--- src/rtl/gsim_pkg.sv ---
// Shared types and arithmetic helpers for the Gauss-Seidel solver.
// - state_t          : RECV (load b), CALC (iterate), SEND (stream x)
// - COEF_*           : stencil coefficients for distance 1, 2 and 3
// - UPDATE_STAGES    : cycles per unknown update
// - mul_const        : shift-add multiply by a small constant
// - recip_stage2..4  : the three steps of the fixed-point divide by 20
// - mul_by_twentieth : all three steps chained
package gsim_pkg;

    typedef enum logic [1:0] {RECV, CALC, SEND} state_t;

    localparam int unsigned COEF_NEAR     = 13;
    localparam int unsigned COEF_MID      = 6;
    localparam int unsigned COEF_FAR      = 1;
    localparam int unsigned UPDATE_STAGES = 5;

    // Sums a shifted copy of a for every set bit of k. k is always a
    // constant at the call site, so this folds to a short adder chain.
    function automatic logic signed [31:0] mul_const(input logic signed [31:0] a,
                                                     input int unsigned k);
        logic signed [31:0] acc;
        acc = '0;
        for (int bi = 0; bi < 8; bi++) begin
            if (k[bi]) begin
                acc = acc + (a <<< bi);
            end
        end
        return acc;
    endfunction

    // y * (1 + 1/16) * (1 + 1/256) * (1/64 + 1/32 + ...) approximates y / 20.
    function automatic logic signed [31:0] recip_stage2(input logic signed [31:0] y);
        return y + (y >>> 4);
    endfunction

    function automatic logic signed [31:0] recip_stage3(input logic signed [31:0] y);
        return y + (y >>> 8);
    endfunction

    function automatic logic signed [31:0] recip_stage4(input logic signed [31:0] y);
        return (y >>> 6) + (y >>> 22) + (y >>> 5) + (y >>> 21);
    endfunction

    function automatic logic signed [31:0] mul_by_twentieth(input logic signed [31:0] y);
        return recip_stage4(recip_stage3(recip_stage2(y)));
    endfunction

endpackage

--- src/rtl/gsim_update.sv ---
// Five-cycle registered update datapath for one unknown.
// Ports:
//   clk, reset      : clock and synchronous active-high reset (valid chain only)
//   start           : pulse in the cycle the neighbours and b are presented
//   x_m3..x_p3      : neighbours x[i-3..i+3] excluding x[i], 0 when out of range
//   b               : offset b[i]
//   new_x, done     : new x[i], valid while done=1 (fifth cycle after start)
module gsim_update
    import gsim_pkg::*;
(
    input  logic               clk,
    input  logic               reset,
    input  logic               start,
    input  logic signed [31:0] x_m3,
    input  logic signed [31:0] x_m2,
    input  logic signed [31:0] x_m1,
    input  logic signed [31:0] x_p1,
    input  logic signed [31:0] x_p2,
    input  logic signed [31:0] x_p3,
    input  logic signed [15:0] b,
    output logic signed [31:0] new_x,
    output logic               done
);

    logic signed [31:0] r1_reg;
    logic signed [31:0] r2_reg;
    logic signed [31:0] r3_reg;
    logic signed [31:0] y1_reg;
    logic signed [31:0] y2_reg;
    logic signed [31:0] y3_reg;
    logic        [3:0]  valid_reg;

    always_ff @(posedge clk) begin
        if (reset) begin
            valid_reg <= '0;
        end else begin
            valid_reg <= {valid_reg[2:0], start};
        end
        r1_reg <= mul_const(x_m3 + x_p3, COEF_FAR) + $signed({b, 16'h0000});
        r2_reg <= mul_const(x_m2 + x_p2, COEF_MID);
        r3_reg <= mul_const(x_m1 + x_p1, COEF_NEAR);
        y1_reg <= r1_reg - r2_reg + r3_reg;
        y2_reg <= recip_stage2(y1_reg);
        y3_reg <= recip_stage3(y2_reg);
    end

    // The last step is combinational so the caller writes x[i] on the fifth edge.
    assign new_x = recip_stage4(y3_reg);
    assign done  = valid_reg[3];

endmodule

--- src/rtl/gsim_param.sv ---
// Gauss-Seidel solver for the 7-point banded system
//   20x[i] - 13(x[i-1]+x[i+1]) + 6(x[i-2]+x[i+2]) - (x[i-3]+x[i+3]) = b[i].
// Ports:
//   clk, reset                 : clock, synchronous active-high reset
//   in_en, b_in, in_ready      : load b[0..N-1]; sweeps/tol_en/tol latched with b[0]
//   out_valid/out_ready/x_out  : stream of x[0..N-1] (Q16.16), out_last with x[N-1]
//   sweeps_done                : sweeps executed for the current result
module gsim_param
    import gsim_pkg::*;
#(
    parameter int N  = 16,
    parameter int RW = 8
) (
    input  logic               clk,
    input  logic               reset,
    input  logic               in_en,
    input  logic signed [15:0] b_in,
    input  logic [RW-1:0]      sweeps,
    input  logic               tol_en,
    input  logic [31:0]        tol,
    output logic               in_ready,
    output logic               out_valid,
    input  logic               out_ready,
    output logic signed [31:0] x_out,
    output logic               out_last,
    output logic [RW:0]        sweeps_done
);

    localparam int IW = $clog2(N);
    localparam int SW = $clog2(UPDATE_STAGES);
    localparam logic [IW-1:0] LAST_IDX   = IW'(N - 1);
    localparam logic [SW-1:0] LAST_STAGE = SW'(UPDATE_STAGES - 1);

    logic signed [15:0] b_mem [N];
    logic signed [31:0] x_mem [N];

    state_t             state_reg;
    logic [IW-1:0]      idx_reg;
    logic [SW-1:0]      stage_reg;
    logic [RW:0]        sweep_cnt_reg;
    logic [RW-1:0]      sweeps_reg;
    logic               tol_en_reg;
    logic [31:0]        tol_reg;
    logic [31:0]        max_delta_reg;
    logic               in_ready_reg;
    logic               out_valid_reg;
    logic               out_last_reg;
    logic signed [31:0] x_out_reg;

    logic signed [31:0] nbr [6];
    logic               upd_start;
    logic signed [31:0] upd_new_x;
    logic               upd_done;

    logic signed [31:0] diff;
    logic [31:0]        abs_diff;
    logic [31:0]        sweep_max;
    logic [RW:0]        sweep_inc;
    logic [RW:0]        sweep_limit;
    logic               stop;

    // Neighbour taps at offsets -3,-2,-1,+1,+2,+3; outside 0..N-1 reads as 0.
    for (genvar gi = 0; gi < 6; gi++) begin : g_nbr
        localparam int OFF = (gi < 3) ? gi - 3 : gi - 2;
        int pos;
        assign pos     = int'(idx_reg) + OFF;
        assign nbr[gi] = (pos >= 0 && pos < N) ? x_mem[pos[IW-1:0]] : '0;
    end

    assign upd_start = (state_reg == CALC) && (stage_reg == '0);

    gsim_update u_update (
        .clk   (clk),
        .reset (reset),
        .start (upd_start),
        .x_m3  (nbr[0]),
        .x_m2  (nbr[1]),
        .x_m1  (nbr[2]),
        .x_p1  (nbr[3]),
        .x_p2  (nbr[4]),
        .x_p3  (nbr[5]),
        .b     (b_mem[idx_reg]),
        .new_x (upd_new_x),
        .done  (upd_done)
    );

    // Convergence metric: |x_new - x_old| as an unsigned 32-bit magnitude,
    // folded into the running maximum including the update being written now.
    always_comb begin
        diff        = upd_new_x - x_mem[idx_reg];
        abs_diff    = diff[31] ? (~diff + 32'd1) : diff;
        sweep_max   = (abs_diff > max_delta_reg) ? abs_diff : max_delta_reg;
        sweep_inc   = sweep_cnt_reg + (RW+1)'(1);
        sweep_limit = {1'b0, sweeps_reg} + (RW+1)'(1);
        stop        = (sweep_inc == sweep_limit) || (tol_en_reg && (sweep_max < tol_reg));
    end

    always_ff @(posedge clk) begin
        if (!reset) begin
            if (state_reg == RECV && in_en) begin
                b_mem[idx_reg] <= b_in;
                x_mem[idx_reg] <= {b_in, 16'h0000};
            end else if (state_reg == CALC && upd_done) begin
                x_mem[idx_reg] <= upd_new_x;
            end
        end
    end

    always_ff @(posedge clk) begin
        if (reset) begin
            state_reg     <= RECV;
            idx_reg       <= '0;
            stage_reg     <= '0;
            sweep_cnt_reg <= '0;
            max_delta_reg <= '0;
            in_ready_reg  <= 1'b1;
            out_valid_reg <= 1'b0;
            out_last_reg  <= 1'b0;
        end else begin
            case (state_reg)
                RECV: begin
                    if (in_en) begin
                        if (idx_reg == '0) begin
                            sweeps_reg    <= sweeps;
                            tol_en_reg    <= tol_en;
                            tol_reg       <= tol;
                            sweep_cnt_reg <= '0;
                        end
                        if (idx_reg == LAST_IDX) begin
                            state_reg     <= CALC;
                            in_ready_reg  <= 1'b0;
                            idx_reg       <= '0;
                            stage_reg     <= '0;
                            max_delta_reg <= '0;
                        end else begin
                            idx_reg <= idx_reg + IW'(1);
                        end
                    end
                end
                CALC: begin
                    if (stage_reg == LAST_STAGE) begin
                        stage_reg <= '0;
                        if (idx_reg == LAST_IDX) begin
                            idx_reg       <= '0;
                            max_delta_reg <= '0;
                            sweep_cnt_reg <= sweep_inc;
                            if (stop) begin
                                state_reg     <= SEND;
                                out_valid_reg <= 1'b1;
                                out_last_reg  <= 1'b0;
                                // x[0] is final here: this edge writes x[N-1], N >= 4.
                                x_out_reg     <= x_mem[0];
                            end
                        end else begin
                            idx_reg       <= idx_reg + IW'(1);
                            max_delta_reg <= sweep_max;
                        end
                    end else begin
                        stage_reg <= stage_reg + SW'(1);
                    end
                end
                SEND: begin
                    if (out_ready) begin
                        if (idx_reg == LAST_IDX) begin
                            state_reg     <= RECV;
                            idx_reg       <= '0;
                            out_valid_reg <= 1'b0;
                            out_last_reg  <= 1'b0;
                            in_ready_reg  <= 1'b1;
                        end else begin
                            idx_reg      <= idx_reg + IW'(1);
                            x_out_reg    <= x_mem[idx_reg + IW'(1)];
                            out_last_reg <= ((idx_reg + IW'(1)) == LAST_IDX);
                        end
                    end
                end
                default: state_reg <= RECV;
            endcase
        end
    end

    assign in_ready    = in_ready_reg;
    assign out_valid   = out_valid_reg;
    assign out_last    = out_last_reg;
    assign x_out       = x_out_reg;
    assign sweeps_done = sweep_cnt_reg;

endmodule

--- config.mk ---
export PLATFORM = sky130hd
export DESIGN_NAME = gsim_param
export DESIGN_NICKNAME = d
export VERILOG_FILES = /design/src/rtl/gsim_pkg.sv /design/src/rtl/gsim_update.sv /design/src/rtl/gsim_param.sv
export SDC_FILE = /design/constraint.sdc
export NUM_CORES = 2
export LEC_CHECK = 0
export ABC_AREA = 1
export BUFFER_PORTS_ARGS = -buffer_cell sky130_fd_sc_hd__buf_2
export CAP_MARGIN = 30
export CORE_MARGIN = 2
export CORE_UTILIZATION = 55
export CTS_CLUSTER_DIAMETER = 100
export DETAILED_ROUTE_END_ITERATION = 12
export PLACE_DENSITY_LB_ADDON = 0.08
export SLEW_MARGIN = 30
export SYNTH_ARGS = -nofsm -noshare
export SYNTH_HDL_FRONTEND = slang
export SYNTH_SLANG_ARGS = --single-unit
--- constraint.sdc ---
create_clock -name clk -period 14.15 [get_ports clk]
set_clock_uncertainty 0.1 [all_clocks]
set_input_delay 2.1225 -clock clk [delete_from_list [all_inputs] [get_ports clk]]
set_output_delay 2.1225 -clock clk [all_outputs]
set_load 0.02 [all_outputs]
==> results.txt <==
top metal layer carrying routed signals: met5
die outline area: 139,000 um2
effective utilization at floorplan: 0.553
summed instance area of the synthesized netlist: 74,800 um2
synthesis-to-finish area growth: 8.89%
drt wl/cell: 25.4 um
total gr overflow: 0
maximum achievable frequency: 89.4 MHz
met3 WL: 37,900 um
Die W: 373 um
final hold vios: 0
largest fanout of any net on the critical path: 32
clock sink total: 1,088
startpoint of the most critical register-to-register path: u_update.y3_reg[22]
Total Wirelength: 278,000 um
metal2 WL: 116,000 um
CTS max path bufs: 3
Slowest-stage cell, CP: sky130_fd_sc_hd__fa_1
# hold bufs at CTS: 0
number of buffers created by CTS: 120
number of setup violations in the final report: 0
depth of the CTS H-tree: 3
count of distinct cell types in the synthesized netlist: 78
final number of max-transition violations: 0
starting DRC count in detailed routing: 10,400
Detailed Routing Iterations Pass 1: 9
Max Cap Violations: 0
Async S/R FF share, synth: 0
max_slew headroom: 0.219
number of fillers in the final layout: 11,900
Crit. path cell count: 57
leading register cell type out of synthesis: sky130_fd_sc_hd__edfxtp_1
final critical delay including setup and external delays: 11.18 ns
biggest cell delay along the critical path: 0.50 ns
setup slack, reg-to-reg: 2.97 ns
unrepaired setup endpoints after global routing: false
fin crit share: 0.790
#FFs+latches synth: 1,088
Top reg by flops: x_mem
buffers plus inverters on the worst setup path: 6
Sum Neg Setup Slack: 0 ns
vias per inst: 6.21
Top cell by count, worst path: sky130_fd_sc_hd__nand2_1
layout cells sized above 1: 0.0680
sequential area share after synthesis: 0.404
input/output buffers: 104
Cell Rows: 135
crit path capture type: flop
Worst R2R End: x_out[15]
antenna viol nets, final: 0
Crit Path Category: reg2reg
Tot GR Track Use: 0.388
Worst-Skew Late Latency: 0.81 ns
status: finished, final reports clean
TritonCTS clock tree: built
CP top delay family: compound AO/OA/AOI/OAI gates
total number of vias: 67,800
Final #Nets: 9,606
number of remaining DRC errors: 0
antenna violations before repair: 28
required time worst endpoint: 14.44 ns
dominant cells by area after synthesis: sky130_fd_sc_hd__edfxtp_1 (34%), sky130_fd_sc_hd__o21ai_0 (8.6%), sky130_fd_sc_hd__nand2_1 (8.1%)
number of setup buffers added after CTS: 0
root buffer selected by CTS: sky130_fd_sc_hd__clkbuf_16
area share of the largest cell type after synthesis: 0.338
DPL Wire Length: 189,000 um
number of synthesized flops with an enable pin: 841
worst hold path class: reg2reg
number of cells on the worst reg-to-reg path: 57
Post-Syn Instances: 9,165
destination of the critical timing path: x_out[15]
worst setup path start: u_update.y3_reg[22]
Tightest Pin Transition: 1.16 ns
syn avg cell area: 8.16 um2
Core ar.: 135,000 um2
number of instances resized during post-cts repair: 0
Largest register FFs: 512
total I/O pin count: 105
cell taking the most area after synthesis: sky130_fd_sc_hd__edfxtp_1
startpoint type of the worst setup path: flop
beginning of the worst hold path: u_update.valid_reg[0]
count of synthesis-stage warnings from yosys: 0
net count after synthesis: 9,750
signal arrival time at the worst endpoint: 11.47 ns
routability congestion estimate from global placement: 1.03
height of the die: 373 um
met1 WL: 107,000 um
biggest regs: x_mem: 512 flops, b_mem: 256 flops
number of global-route vias before repair: 61,700
pin count of the biggest net entering global routing: 202
first-pass GRT wire length: 401,000 um
clock-pin transition on the worst setup and hold timing paths: 0.06 ns
[logic make-up (layout without fill, tap and decap cells)]
kind of cell / Yosys count / in the layout / share of synthesized area
buffers and inverters: 1532 / 1493 / 0.0780
flip-flops: 1088 / 1088 / 0.404
AO/OA/AOI/OAI: 2766 / 2766 / 0.206
AND/OR/NAND/NOR: 2735 / 2735 / 0.148
adder cells (fa/ha/maj): 524 / 524 / 0.0991
multiplexers: 201 / 201 / 0.0272
XOR/XNOR: 319 / 319 / 0.0383
other: 0 / 7 / 0
[Yosys cell counts, drive strengths merged, types with 106 or more instances]
cell type  count
o211ai       106
nand2       1618
edfxtp       841
o21ai       1363
fa           114
dfxtp        247
ha           410
buf          127
clkbuf       371
mux2i        186
nor2         716
xor2         219
a21oi        866
inv         1027
nand3        264
[cell type report]
type,count,area (um2),area share
clock inverter,81,1140,0.0140
tap,1781,2230,0.0274
sequential,1088,30200,0.371
inverter,1034,3910,0.0480
antenna,7,17.5,0.000215
timing repair buffer,232,1610,0.0197
multi-input combinational,6545,39100,0.481
clock buffer,146,3170,0.0390
[cells in the final DEF (no fill, tap or decap), drive strengths merged, types with 60 or more instances in the layout]
master	n
a21oi	866
a311oi	76
nor2	716
nor3	60
edfxtp	841
dfxtp	247
fa	114
nand3	264
o21ai	1363
xor2	219
o22ai	84
inv	1033
mux2i	186
buf	232
xnor2	100
ha	410
clkbuf	146
o211ai	106
nand2	1618
[metal layers]
metal | track usage | vias to the layer above
li1 | - | 31300
met1 | 0.515 | 31700
met2 | 0.571 | 3965
met3 | 0.124 | 849
met4 | 0.192 | 30
met5 | 0.00629 | -
[worst min-delay path: stages (launching register included)]
cell and delay (ns):
sky130_fd_sc_hd__dfxtp_1 0.29, sky130_fd_sc_hd__inv_1 0.04, sky130_fd_sc_hd__nor2_1 0.03
[worst min-delay path by stage]
stage	endpoint	depth (start not counted)
floorplan	u_update.valid_reg[1]	2
global placement	u_update.valid_reg[1]	2
detailed placement	u_update.valid_reg[1]	2
CTS	u_update.valid_reg[1]	2
global route	u_update.valid_reg[1]	2
finish	u_update.valid_reg[1]	2
[through the flow]
stage | area, um2 | hold slack (ns) | worst slack, ns | cells | utilization
2_1_floorplan | 74800 | 0.288 | 2.94 | 9165 | -
3_3_place_gp | 76900 | 0.289 | 2.99 | 10700 | 0.569
3_5_place_dp | 77100 | 0.294 | 2.84 | 10700 | 0.570
4_1_cts | 81400 | 0.302 | 2.72 | 10900 | 0.602
5_1_grt | 81400 | 0.326 | 1.79 | 10900 | 0.602
6_report | 81400 | 0.300 | 2.97 | 10900 | 0.603
Power is left out: the tool's default activity adds up to more than one toggle a clock period on the data nets, which glitch-free logic cannot reach.
